===== config.mk =====
export PLATFORM = sky130hd
export DESIGN_NAME = sat_up_itl_reader
export DESIGN_NICKNAME = d
export VERILOG_FILES = /design/src/rtl/sat_up_itl_reader.sv
export SDC_FILE = /design/constraint.sdc
export NUM_CORES = 1
export LEC_CHECK = 0
export ABC_AREA = 1
export CORE_UTILIZATION = 25
export DETAILED_ROUTE_END_ITERATION = 10
export MAX_ROUTING_LAYER = met4
export PLACE_DENSITY = 0.45
export SETUP_SLACK_MARGIN = 0.5
export SLEW_MARGIN = 10
export SYNTH_ARGS = -nofsm -noshare
export SYNTH_HDL_FRONTEND = slang
export SYNTH_SLANG_ARGS = --single-unit

===== constraint.sdc =====
create_clock -name clk -period 4.7 [get_ports clk]
set_input_delay 1.41 -clock clk [delete_from_list [all_inputs] [get_ports clk]]
set_output_delay 1.41 -clock clk [all_outputs]
set_load 0.05 [all_outputs]

===== src/rtl/sat_up_itl_reader.sv =====
// SAT_UP interleaver read stage: credit-paced bit requests, QPSK pair packing, symbol FIFO.
// Optional watchdog on missing interleaver bits: define ITL_RD_TIMEOUT_EN.
module sat_up_itl_reader #(
  parameter int FIFO_DEPTH = 4,
  parameter int LEN_W      = 12,
  parameter int TIMEOUT    = 64
) (
  input  logic             clk,
  input  logic             n_rst,
  input  logic             start,
  input  logic [LEN_W-1:0] frame_len,
  output logic             itl_request,
  input  logic             itl_bit,
  input  logic             itl_vld,
  output logic             sym_i,
  output logic             sym_q,
  output logic             sym_vld,
  input  logic             sym_rdy,
  output logic             busy,
  output logic             frame_done,
  output logic             err
);
  localparam int PTR_W = $clog2(FIFO_DEPTH);
  localparam int CNT_W = PTR_W + 1;
  localparam int CR_W  = ((LEN_W > CNT_W) ? LEN_W : CNT_W) + 2;

  typedef enum logic [1:0] {IDLE = 2'd0, RUN = 2'd1, DRAIN = 2'd2} state_e;

  state_e           state_q, state_d;
  logic [LEN_W-1:0] len_q, req_cnt_q, rcv_cnt_q, outstanding;
  logic             half_q, i_hold_q, pad_q, err_q;
  logic [1:0]       mem_q [FIFO_DEPTH];
  logic [PTR_W-1:0] wr_ptr_q, rd_ptr_q;
  logic [CNT_W-1:0] cnt_q;
  logic [CR_W-1:0]  credit;
  logic [1:0]       push_data;
  logic             accept, req, last_req, bit_acc, stray, push, pop, all_rcv, last_pop, flush;

  assign outstanding = req_cnt_q - rcv_cnt_q;
  // Every bit not yet popped (in flight, held as I, or inside a FIFO slot) holds a credit.
  assign credit   = CR_W'(outstanding) + CR_W'(half_q) + (CR_W'(cnt_q) << 1);
  assign accept   = (state_q == IDLE) && start && (frame_len != '0);
  assign req      = (state_q == RUN) && (req_cnt_q < len_q) && (credit < CR_W'(2 * FIFO_DEPTH));
  assign last_req = req && (req_cnt_q == len_q - LEN_W'(1));
  assign bit_acc  = itl_vld && (state_q != IDLE) && (outstanding != '0);
  assign stray    = itl_vld && !bit_acc;
  assign push     = (bit_acc && half_q) || pad_q;
  assign push_data = pad_q ? {i_hold_q, 1'b0} : {i_hold_q, itl_bit};
  assign pop      = sym_vld && sym_rdy;
  assign all_rcv  = (rcv_cnt_q == len_q) && !half_q && !pad_q;
  assign last_pop = (state_q == DRAIN) && all_rcv && (cnt_q == CNT_W'(1)) && pop && !push;

  assign itl_request = req;
  assign sym_vld     = (cnt_q != '0);
  assign sym_i       = mem_q[rd_ptr_q][1];
  assign sym_q       = mem_q[rd_ptr_q][0];
  assign busy        = (state_q != IDLE);
  assign frame_done  = last_pop;
  assign err         = err_q;

`ifdef ITL_RD_TIMEOUT_EN
  localparam int WD_W = $clog2(TIMEOUT) + 1;
  logic [WD_W-1:0] wd_q;
  logic            wd_cond, wd_fire;

  // Fires on the TIMEOUT-th consecutive cycle of waiting for an owed bit.
  assign wd_cond = (state_q != IDLE) && (outstanding != '0) && !itl_vld;
  assign wd_fire = wd_cond && (wd_q == WD_W'(TIMEOUT - 1));
  assign flush   = wd_fire;

  always_ff @(posedge clk or negedge n_rst) begin
    if (!n_rst) wd_q <= '0;
    else        wd_q <= (wd_cond && !wd_fire) ? wd_q + 1'b1 : '0;
  end
`else
  assign flush = 1'b0;
`endif

  always_comb begin
    state_d = state_q;
    case (state_q)
      IDLE:    if (accept)   state_d = RUN;
      RUN:     if (last_req) state_d = DRAIN;
      DRAIN:   if (last_pop) state_d = IDLE;
      default: state_d = IDLE;
    endcase
    if (flush) state_d = IDLE;
  end

  always_ff @(posedge clk or negedge n_rst) begin
    if (!n_rst) state_q <= IDLE;
    else        state_q <= state_d;
  end

  always_ff @(posedge clk or negedge n_rst) begin
    if (!n_rst) begin
      len_q     <= '0;
      req_cnt_q <= '0;
      rcv_cnt_q <= '0;
      half_q    <= 1'b0;
      i_hold_q  <= 1'b0;
      pad_q     <= 1'b0;
      err_q     <= 1'b0;
      wr_ptr_q  <= '0;
      rd_ptr_q  <= '0;
      cnt_q     <= '0;
      for (int i = 0; i < FIFO_DEPTH; i++) mem_q[i] <= 2'b00;
    end else begin
      if (accept) begin
        len_q     <= frame_len;
        req_cnt_q <= '0;
        rcv_cnt_q <= '0;
      end else begin
        if (req)     req_cnt_q <= req_cnt_q + LEN_W'(1);
        if (bit_acc) rcv_cnt_q <= rcv_cnt_q + LEN_W'(1);
      end

      if (accept || flush || pad_q) begin
        half_q <= 1'b0;
        pad_q  <= 1'b0;
      end else if (bit_acc) begin
        if (half_q) begin
          half_q <= 1'b0;
        end else begin
          half_q   <= 1'b1;
          i_hold_q <= itl_bit;
          // Odd frame: the final bit has no partner, so flag a zero-Q pad push.
          pad_q    <= (rcv_cnt_q == len_q - LEN_W'(1));
        end
      end

      if (stray || flush) err_q <= 1'b1;
      else if (accept)    err_q <= 1'b0;

      if (flush) begin
        wr_ptr_q <= '0;
        rd_ptr_q <= '0;
        cnt_q    <= '0;
      end else begin
        if (push) begin
          mem_q[wr_ptr_q] <= push_data;
          wr_ptr_q        <= wr_ptr_q + 1'b1;
        end
        if (pop) rd_ptr_q <= rd_ptr_q + 1'b1;
        cnt_q <= cnt_q + CNT_W'(push) - CNT_W'(pop);
      end
    end
  end
endmodule


==> impl_metrics.toml <==
[place]
portBuffers = 24
place.gp.congestion = 0.9352
hpwl_um = 12650

[hold_path]
hp-start = "mem_q[7]$_DFFE_PN0P_"
hold_path_depth = 2
min_to = "mem_q[7]$_DFFE_PN0P_"
hp-class = "reg2reg"

[critical_path]
reg2regPathDepth = 30
worstReg2RegStart = "rcv_cnt_q[0]$_DFFE_PN0P_"
worstSetupStartpointType = "register"
reg2reg_slack_ps = 630
required_ps = 3290
end_kind = "output port"
worstPathMaxFanout = 2
worstSetupPathType = "reg2out"
crit_arrival_ps = 2880
reg2reg_to = "req_cnt_q[1]$_DFFE_PN0P_"

[global_route]
antenna_found_initial = 1
grt_usage_pct = 17.80
overflow = 0
grt_max_degree = 38
grt_pass1_wl_um = 25940
grt_pass1_vias = 4767

[run]
maxCapViolCount = 0

[routing]
route.detailed.wl_per_inst_um = 15.16
vias = 4782
drcViolationCount = 0
drt-total-wl_um = 15910
ant_nets = 0
drtIter0Drc = 291
firstDrtPassIters = 5
vias_per_cell = 4.559

[cts]
cts_hold_buf = 0
cts_root_buf = "clkbuf_16"
clkLatencyLatePin_ps = 340
numCtsBuffers = 9
cts_sinks = 57
h-tree-depth = 3
clk_path_buf_depth = 2
clkTransAtPathRegs_ps = 50
cts_tree = "yes"

[pwr]
p_total_uw = 3080
peakVddDrop_mv = 0.2125
p_leak_uw = 0.002999
power_density_nw_per_um2 = 509.4

[floorplan]
ioPinCount = 25
die_y_um = 141.4
start_util_pct = 25.70
die_x_um = 141.4
core_um2 = 18890
dieArea_um2 = 19980
row_count = 50

[run_status]
status = "finished clean"

[logic_synthesis]
yosysSeqAreaShare_pct = 29.38
synth_common_cells = "nand2_1, inv_1, nand3_1, dfrtp_1, nor2_1"
ys.flop_type = "dfrtp_1"
ys_ff_latch = 57
synth_most_common_cell = "nand2_1"
yosysUniqueCellTypes = 33
synth_area_um2 = 4855
yosysTopAreaCell = "dfrtp_1"
syn-num-nets = 782
synth.area.top_cells = "dfrtp_1, nand2_1, ha_1"
postSynthAreaPerCell_um2 = 6.678
netlist.area_leader.share_pct = 29.38
yosys_warnings = 0
synth_edf_count = 0
async_flop_share_pct = 100.0
synthCells = 727

[final_layout]
syn_to_final_growth_pct = 24.56
drive_above_1_share_pct = 10.03
finish.net_count = 838

[sta]
setup_violations = 0
tns_ps = 0
worstMarginPinSlew_ps = 739.0
skew_ps = 7.332
relSlewSlack_pct = 50.73
hold_viol_final = 0
finalCritPeriodShare_pct = 91.37
rsz0062_at_grt = "yes"
slew_violations = 0
timing.fmax_ghz = 0.2329
period_minus_slack_ps = 4295
[stage by stage]
step	cell area, um^2	hold slack (ps)	utilization, %	setup WS (ps)	std cells
2_1_floorplan	4863	436.6	-	524.4	727
3_3_place_gp	5461	469.5	28.91	365.3	1010
3_5_place_dp	5461	461.0	28.91	258.5	1010
4_1_cts	5971	474.1	31.60	346.2	1046
5_1_grt	6047	516.0	32.01	212.6	1049
6_report	6047	470.2	32.01	405.5	1049
[report_power, final]
part	internal [uW]	switching [uW]	total [uW]
Sequential	623	164	787
Combinational	616	987	1600
Clock	453	237	690
Total	1690	1390	3080
[cell usage in the layout, fill, tap and decap left out, types with 2 or more instances in the layout]
cell             count
a21oi_1             13
buf_12               3
buf_4               32
clkbuf_1             2
clkbuf_16            9
clkbuf_8             3
clkdlybuf4s50_1     21
clkinv_1             3
dfrtp_1             54
dfrtp_2              3
ha_1                32
ha_4                 2
inv_1               99
inv_2                3
nand2_1            214
nand2_2              5
nand2_8              2
nand3_1             83
nand3_2              5
nand3b_1             5
nand4_1             23
nor2_1              55
nor2_2               2
nor3_1               9
nor4_1              11
o21ai_0             36
o22ai_1              3
xnor2_1              7
xor2_1              32
[how the worst max path moves through the flow]
stage / start / end / slack, ps / cells after the start
3_3_place_gp: req_cnt_q[0]$_DFFE_PN0P_ / itl_request / 370 / 16
4_1_cts: rcv_cnt_q[0]$_DFFE_PN0P_ / itl_request / 350 / 17
2_1_floorplan: req_cnt_q[0]$_DFFE_PN0P_ / itl_request / 520 / 15
6_report: rcv_cnt_q[0]$_DFFE_PN0P_ / itl_request / 410 / 17
3_5_place_dp: req_cnt_q[0]$_DFFE_PN0P_ / itl_request / 260 / 16
5_1_grt: req_cnt_q[0]$_DFFE_PN0P_ / itl_request / 210 / 18
[flip-flops by register name, summed over array words and instances, names as in the netlist]
name / count
rd_ptr_q: 2
mem_q: 8
i_hold_q: 1
cnt_q: 3
req_cnt_q: 12
len_q: 12
half_q: 1
err: 1
wr_ptr_q: 2
pad_q: 1
rcv_cnt_q: 12
state_q: 2
[routing by layer]
metal / vias to the layer above / track usage (%) / part of all wire (%)
li1: 2483 / - / -
met3: 25 / 2.902 / 3.8
met2: 102 / 28.19 / 46
met1: 2172 / 22.93 / 48
met5: - / - / 0
met4: 0 / 6.178 / 2.5
[final cells by class]
type	instances	area, um^2
Inverter	105	394.1
Clock buffer	14	274.0
Tap cell	260	325.3
Clock inverter	2	35.03
Timing Repair Buffer	57	515.5
Antenna cell	1	2.502
Multi-Input combinational cell	553	3070
Sequential cell	57	1430
Fill cell	2092	12850
[what timing repair did]
action                     CTS  global route
pin swaps                   11             8
resized for setup           14            13
hold endpoints to repair     0             0
setup buffers               20             1
setup endpoints to repair    1            14
cloned                       0             1
[critical path, stage by stage (launching register included)]
cell and delay (ps):
dfrtp_2 430, ha_4 170, fa_2 350, inv_2 70, nand2_2 50, and2_4 140, ha_4 260, nand4_1 100
nand2_1 110, nand2_1 70, nand2_1 70, nand2_1 60, nand3_2 60, nand2_2 60, nor2_2 120, nand3_2 120
nor2_4 150, buf_12 150
[logic make-up (layout without fill, tap and decap cells)]
| logic type | count (synthesis) | count (layout) | share of synthesized area, % |
|---|---|---|---|
| adders and majority gates | 37 | 37 | 9.845 |
| DFF | 57 | 57 | 29.38 |
| AOI/OAI and AO/OA | 56 | 56 | 6.057 |
| xor gates and xnor gates | 39 | 39 | 7.036 |
| and+or+nand+nor | 420 | 421 | 38.07 |
| buffers and inverters | 118 | 178 | 9.613 |
| other | 0 | 1 | 0 |
No activity file was read; power rests on OpenSTA's default activity.
==> RTL edit 1, RTL diff (same settings) <==
The option `ITL_RD_TIMEOUT_EN` is turned on by a define.
--- a/src/rtl/sat_up_itl_reader.sv
+++ b/src/rtl/sat_up_itl_reader.sv
@@ -1,4 +1,6 @@
 // SAT_UP interleaver read stage: credit-paced bit requests, QPSK pair packing, symbol FIFO.
 // Optional watchdog on missing interleaver bits: define ITL_RD_TIMEOUT_EN.
+`define ITL_RD_TIMEOUT_EN
+
 module sat_up_itl_reader #(
   parameter int FIFO_DEPTH = 4,
Function: no difference found for any inputs over 10 cycles, from zero or initial values and one cycle with n_rst low; that may be too few to reach the edited logic, so the function may still have changed.
==> RTL edit 1 against the unedited design <==
Utilization shrank 0.48 points; worst setup slack gained 0.16 ns; sequential share of layout area grew 1.3 points; power grew 20%; non-clock buffer count shrank 5; wire length shrank 2.4%; design area grew 6.5%; synthesized area grew 8.3%; die area grew 8.2%; register-to-register slack gained 0.16 ns; sequential cell count grew 7; count of clock-buffer cells in the layout shrank 5; largest cell class unchanged; highest routed layer unchanged.
==> RTL edit 1: results <==
group,metric,value,unit
critical_path,rr_worst_depth,22,
placed_design,place.detailed.hpwl,12.3,mm
hold_path,whs_path_depth,1,
global_routing,track_usage,0.153,
placed_design,placedCellCount,1059,
synthesis,ys_seq_area_frac,0.305,
layout,buffers,52,
synthesis,synthAdderAreaFrac,0.0933,
layout,layout.nonclk_buf_frac,0.0721,
layout,multi_input_cells,567,
hold_path,min_to,"wd_q[0]",
synthesis,synth_compound_area_frac,0.0697,
clock_tree,cts-resized-gates,20,
timing,worst_pin_slew,0.720,ns
clock_tree,postCtsSetupBuffers,12,
placed_design,gp_congestion,0.861,
timing,fin_skew,0.00642,ns
layout,seq_area_frac,0.249,
placed_design,pre_cts_ws,0.288,ns
synthesis,netlist_top_cells_count,"207 x nand2_1, 117 x inv_1, 77 x nor2_1, 64 x dfrtp_1, 59 x nand3_1",
synthesis,synth_fp_nets,819,
layout,final_nets,874,
layout,diodes,0,
power,leakagePower,3.26,nW
critical_path,rrSetupSlack,0.79,ns
hold_path,hold_start,"wd_q[0]",
synthesis,ys_types,45,
route,vias,4928,
layout,drive_gt1_frac,0.134,
power,p_comb,0.00205,W
synthesis,synth_seq_cells,64,
layout,fill_cells,2260,
critical_path,max_stage_delay,0.56,ns
status,status,"finished, final reports clean",
critical_path,slowest_stage,"fa_2",
synthesis,synth_xor_xnor_area_share,0.0693,
route,drtIter0Drc,317,
synthesis,syn-mean-instance-area,6.89,µm²
power,switching_share,0.468,
power,vdd_drop_max,0.196,mV
layout,inverters,124,
[RTL edit 1: metal layers]
| layer | vias to the layer above | wire length (µm) | GRT usage |
|---|---|---|---|
| li1 | 2566 | - | - |
| met1 | 2263 | 7660 | 0.201 |
| met4 | 0 | 203 | 0.0443 |
| met5 | - | 0 | - |
| met3 | 15 | 371 | 0.0186 |
| met2 | 84 | 7280 | 0.248 |
[RTL edit 1: metrics by stage]
| stage | area, µm² | total power, W | util |
|---|---|---|---|
| 2_1_floorplan | 5260 | 0.00230 | - |
| 3_3_place_gp | 5880 | 0.00281 | 0.288 |
| 3_5_place_dp | 5880 | 0.00280 | 0.288 |
| 4_1_cts | 6360 | 0.00366 | 0.312 |
| 5_1_grt | 6440 | 0.00402 | 0.315 |
| 6_report | 6440 | 0.00368 | 0.315 |
==> RTL edit 2, RTL diff (same settings) <==
Without the edit above. Register the output `err` once more, with the module's reset; this adds one clock of latency there. The other outputs are not delayed to match.
--- a/src/rtl/sat_up_itl_reader.sv
+++ b/src/rtl/sat_up_itl_reader.sv
@@ -57,5 +57,11 @@
   assign busy        = (state_q != IDLE);
   assign frame_done  = last_pop;
-  assign err         = err_q;
+  always_ff @(posedge clk or negedge n_rst) begin
+    if (!n_rst) begin
+      err <= '0;
+    end else begin
+      err <= err_q;
+    end
+  end
 
 `ifdef ITL_RD_TIMEOUT_EN
Check against the original RTL: not equivalent (Yosys sat finds a counterexample within 4 cycles, from zero or initial values and one cycle with n_rst low).
==> RTL edit 2 against the unedited design <==
Clock power increased by 0.7%; power grew 18%; fmax shrank 1.8%; worst setup slack lost 0.080 ns; global-route usage is 0.26 points higher; utilization grew 1.8 points; sequential cell count up 1; design area grew 5.9%; wire length increased by 6.8%; synthesized area increased by 0.59%; clock skew down 0.0015 ns; count of clock-buffer cells in the layout decreased by 1; via count up 4.3%.
==> RTL edit 2: results <==
group,metric,value,unit
status,status,"finished, final reports clean",
synthesis,synth_compound_area_frac,0.0623,
synthesis,synthTopCellsByArea,"dfrtp_1 30%, nand2_1 17%, ha_1 9.0%",
critical_path,reg2reg_from,"req_cnt_q[0]",
layout,diodes,0,
critical_path,rrSetupSlack,0.54,ns
synthesis,synth_xor_xnor_area_share,0.0699,
clock_tree,cts_buffer_depth,2,
synthesis,syn-mean-instance-area,6.72,µm²
layout,drive_gt1_frac,0.148,
clock_tree,cts-root-buf,"clkbuf_16",
global_routing,grt_max_degree,42,
placed_design,placedCellCount,1009,
timing,worst_pin_slew,0.979,ns
timing,fin_skew,0.00586,ns
synthesis,ys_seq_area_frac,0.297,
route,drtIter0Drc,314,
route,vias,4987,
synthesis,syn_area,4880,µm²
global_routing,grt_pass1_vias,4913,
global_routing,track_usage,0.181,
critical_path,critical_path.max_fanout,3,
critical_path,rr_worst_depth,32,
placed_design,place.detailed.hpwl,12.7,mm
placed_design,gp_congestion,0.864,
synthesis,synthAdderAreaFrac,0.0979,
synthesis,ys_types,32,
synthesis,synth_fp_nets,782,
synthesis,netlist_top_cells_count,"215 x nand2_1, 100 x inv_1, 86 x nand3_1, 58 x dfrtp_1, 55 x nor2_1",
==> RTL edit 2: changes by cell type in the layout (fill, tap and decap cells not counted), sizes merged, moves of 2 or more <==
cell,change
a21oi,+2
buf,+26
clkinv,-2
clkinvlp,+2
nand2,-2
nor2,-2
==> RTL edit 2: worst max-delay path, cell delays in order, from the launching register on <==
cell	delay, ns
dfrtp_1	0.37
inv_2	0.07
ha_4	0.16
fa_2	0.35
inv_2	0.07
nand2_2	0.06
and2_4	0.14
ha_4	0.27
nand4_1	0.13
nand2_2	0.12
nand2_2	0.07
nand2_2	0.08
nand2_2	0.05
nand3_2	0.06
nand2_2	0.06
nor2_2	0.11
nand3_2	0.12
nor2_4	0.17
buf_12	0.15
==> RTL edit 2: final cells by class <==
cell class | instances | area (µm²)
inverters | 104 | 398
repair buffers | 83 | 769
flip-flops and latches | 58 | 1450
clock inverters | 2 | 35.0
multi-input cells | 552 | 3150
well taps | 260 | 325
clock buffers | 13 | 270
fillers | 2074 | 12600
==> RTL edit 2: through the flow <==
stage | hold slack, ns | area, µm² | utilization | setup WS [ns]
after floorplan | 0.354 | 4890 | - | 0.524
after global placement | 0.364 | 5490 | 0.289 | 0.347
after detailed placement | 0.362 | 5490 | 0.289 | 0.240
after CTS | 0.374 | 6120 | 0.323 | 0.290
after global routing | 0.394 | 6400 | 0.338 | 0.194
final | 0.373 | 6400 | 0.338 | 0.325
==> RTL edit 2: power by group <==
part	switching, W	leakage [nW]	internal [W]
combinational	0.00114	2.27	0.00100
clock	0.000245	0.152	0.000450
sequential	0.000165	0.740	0.000633
==> RTL edit 2: worst min path at each step <==
stage / slack, ns / cells past startpoint / startpoint / endpoint
5_1_grt: 0.39 / 0 / err_q / err
3_5_place_dp: 0.36 / 0 / err_q / err
2_1_floorplan: 0.35 / 0 / err_q / err
4_1_cts: 0.37 / 0 / err_q / err
6_report: 0.37 / 0 / err_q / err
3_3_place_gp: 0.36 / 0 / err_q / err
==> RTL edit 2: routing by layer <==
layer | routed length, µm | track usage | up-vias
met1 | 7960 | 0.233 | 2317
met4 | 346 | 0.0640 | 0
met5 | 0 | - | -
met2 | 7940 | 0.287 | 121
li1 | - | - | 2528
met3 | 740 | 0.0267 | 21
==> RTL edit 2: logic make-up (layout without fill, tap and decap cells) <==
kind of cell	Yosys count	in the layout
flip-flops	58	58
AND/OR/NAND/NOR	417	418
buffers and inverters	118	202
adder cells (fa/ha/maj)	37	37
AO/OA/AOI/OAI	58	58
XOR/XNOR	39	39
==> RTL edit 2: repair_timing <==
item / 4_1_cts / 5_1_grt
buffers inserted: 38 / 8
resized for setup: 12 / 53
gates cloned: 0 / 2
setup endpoints to repair: 1 / 15
pin swaps: 11 / 24
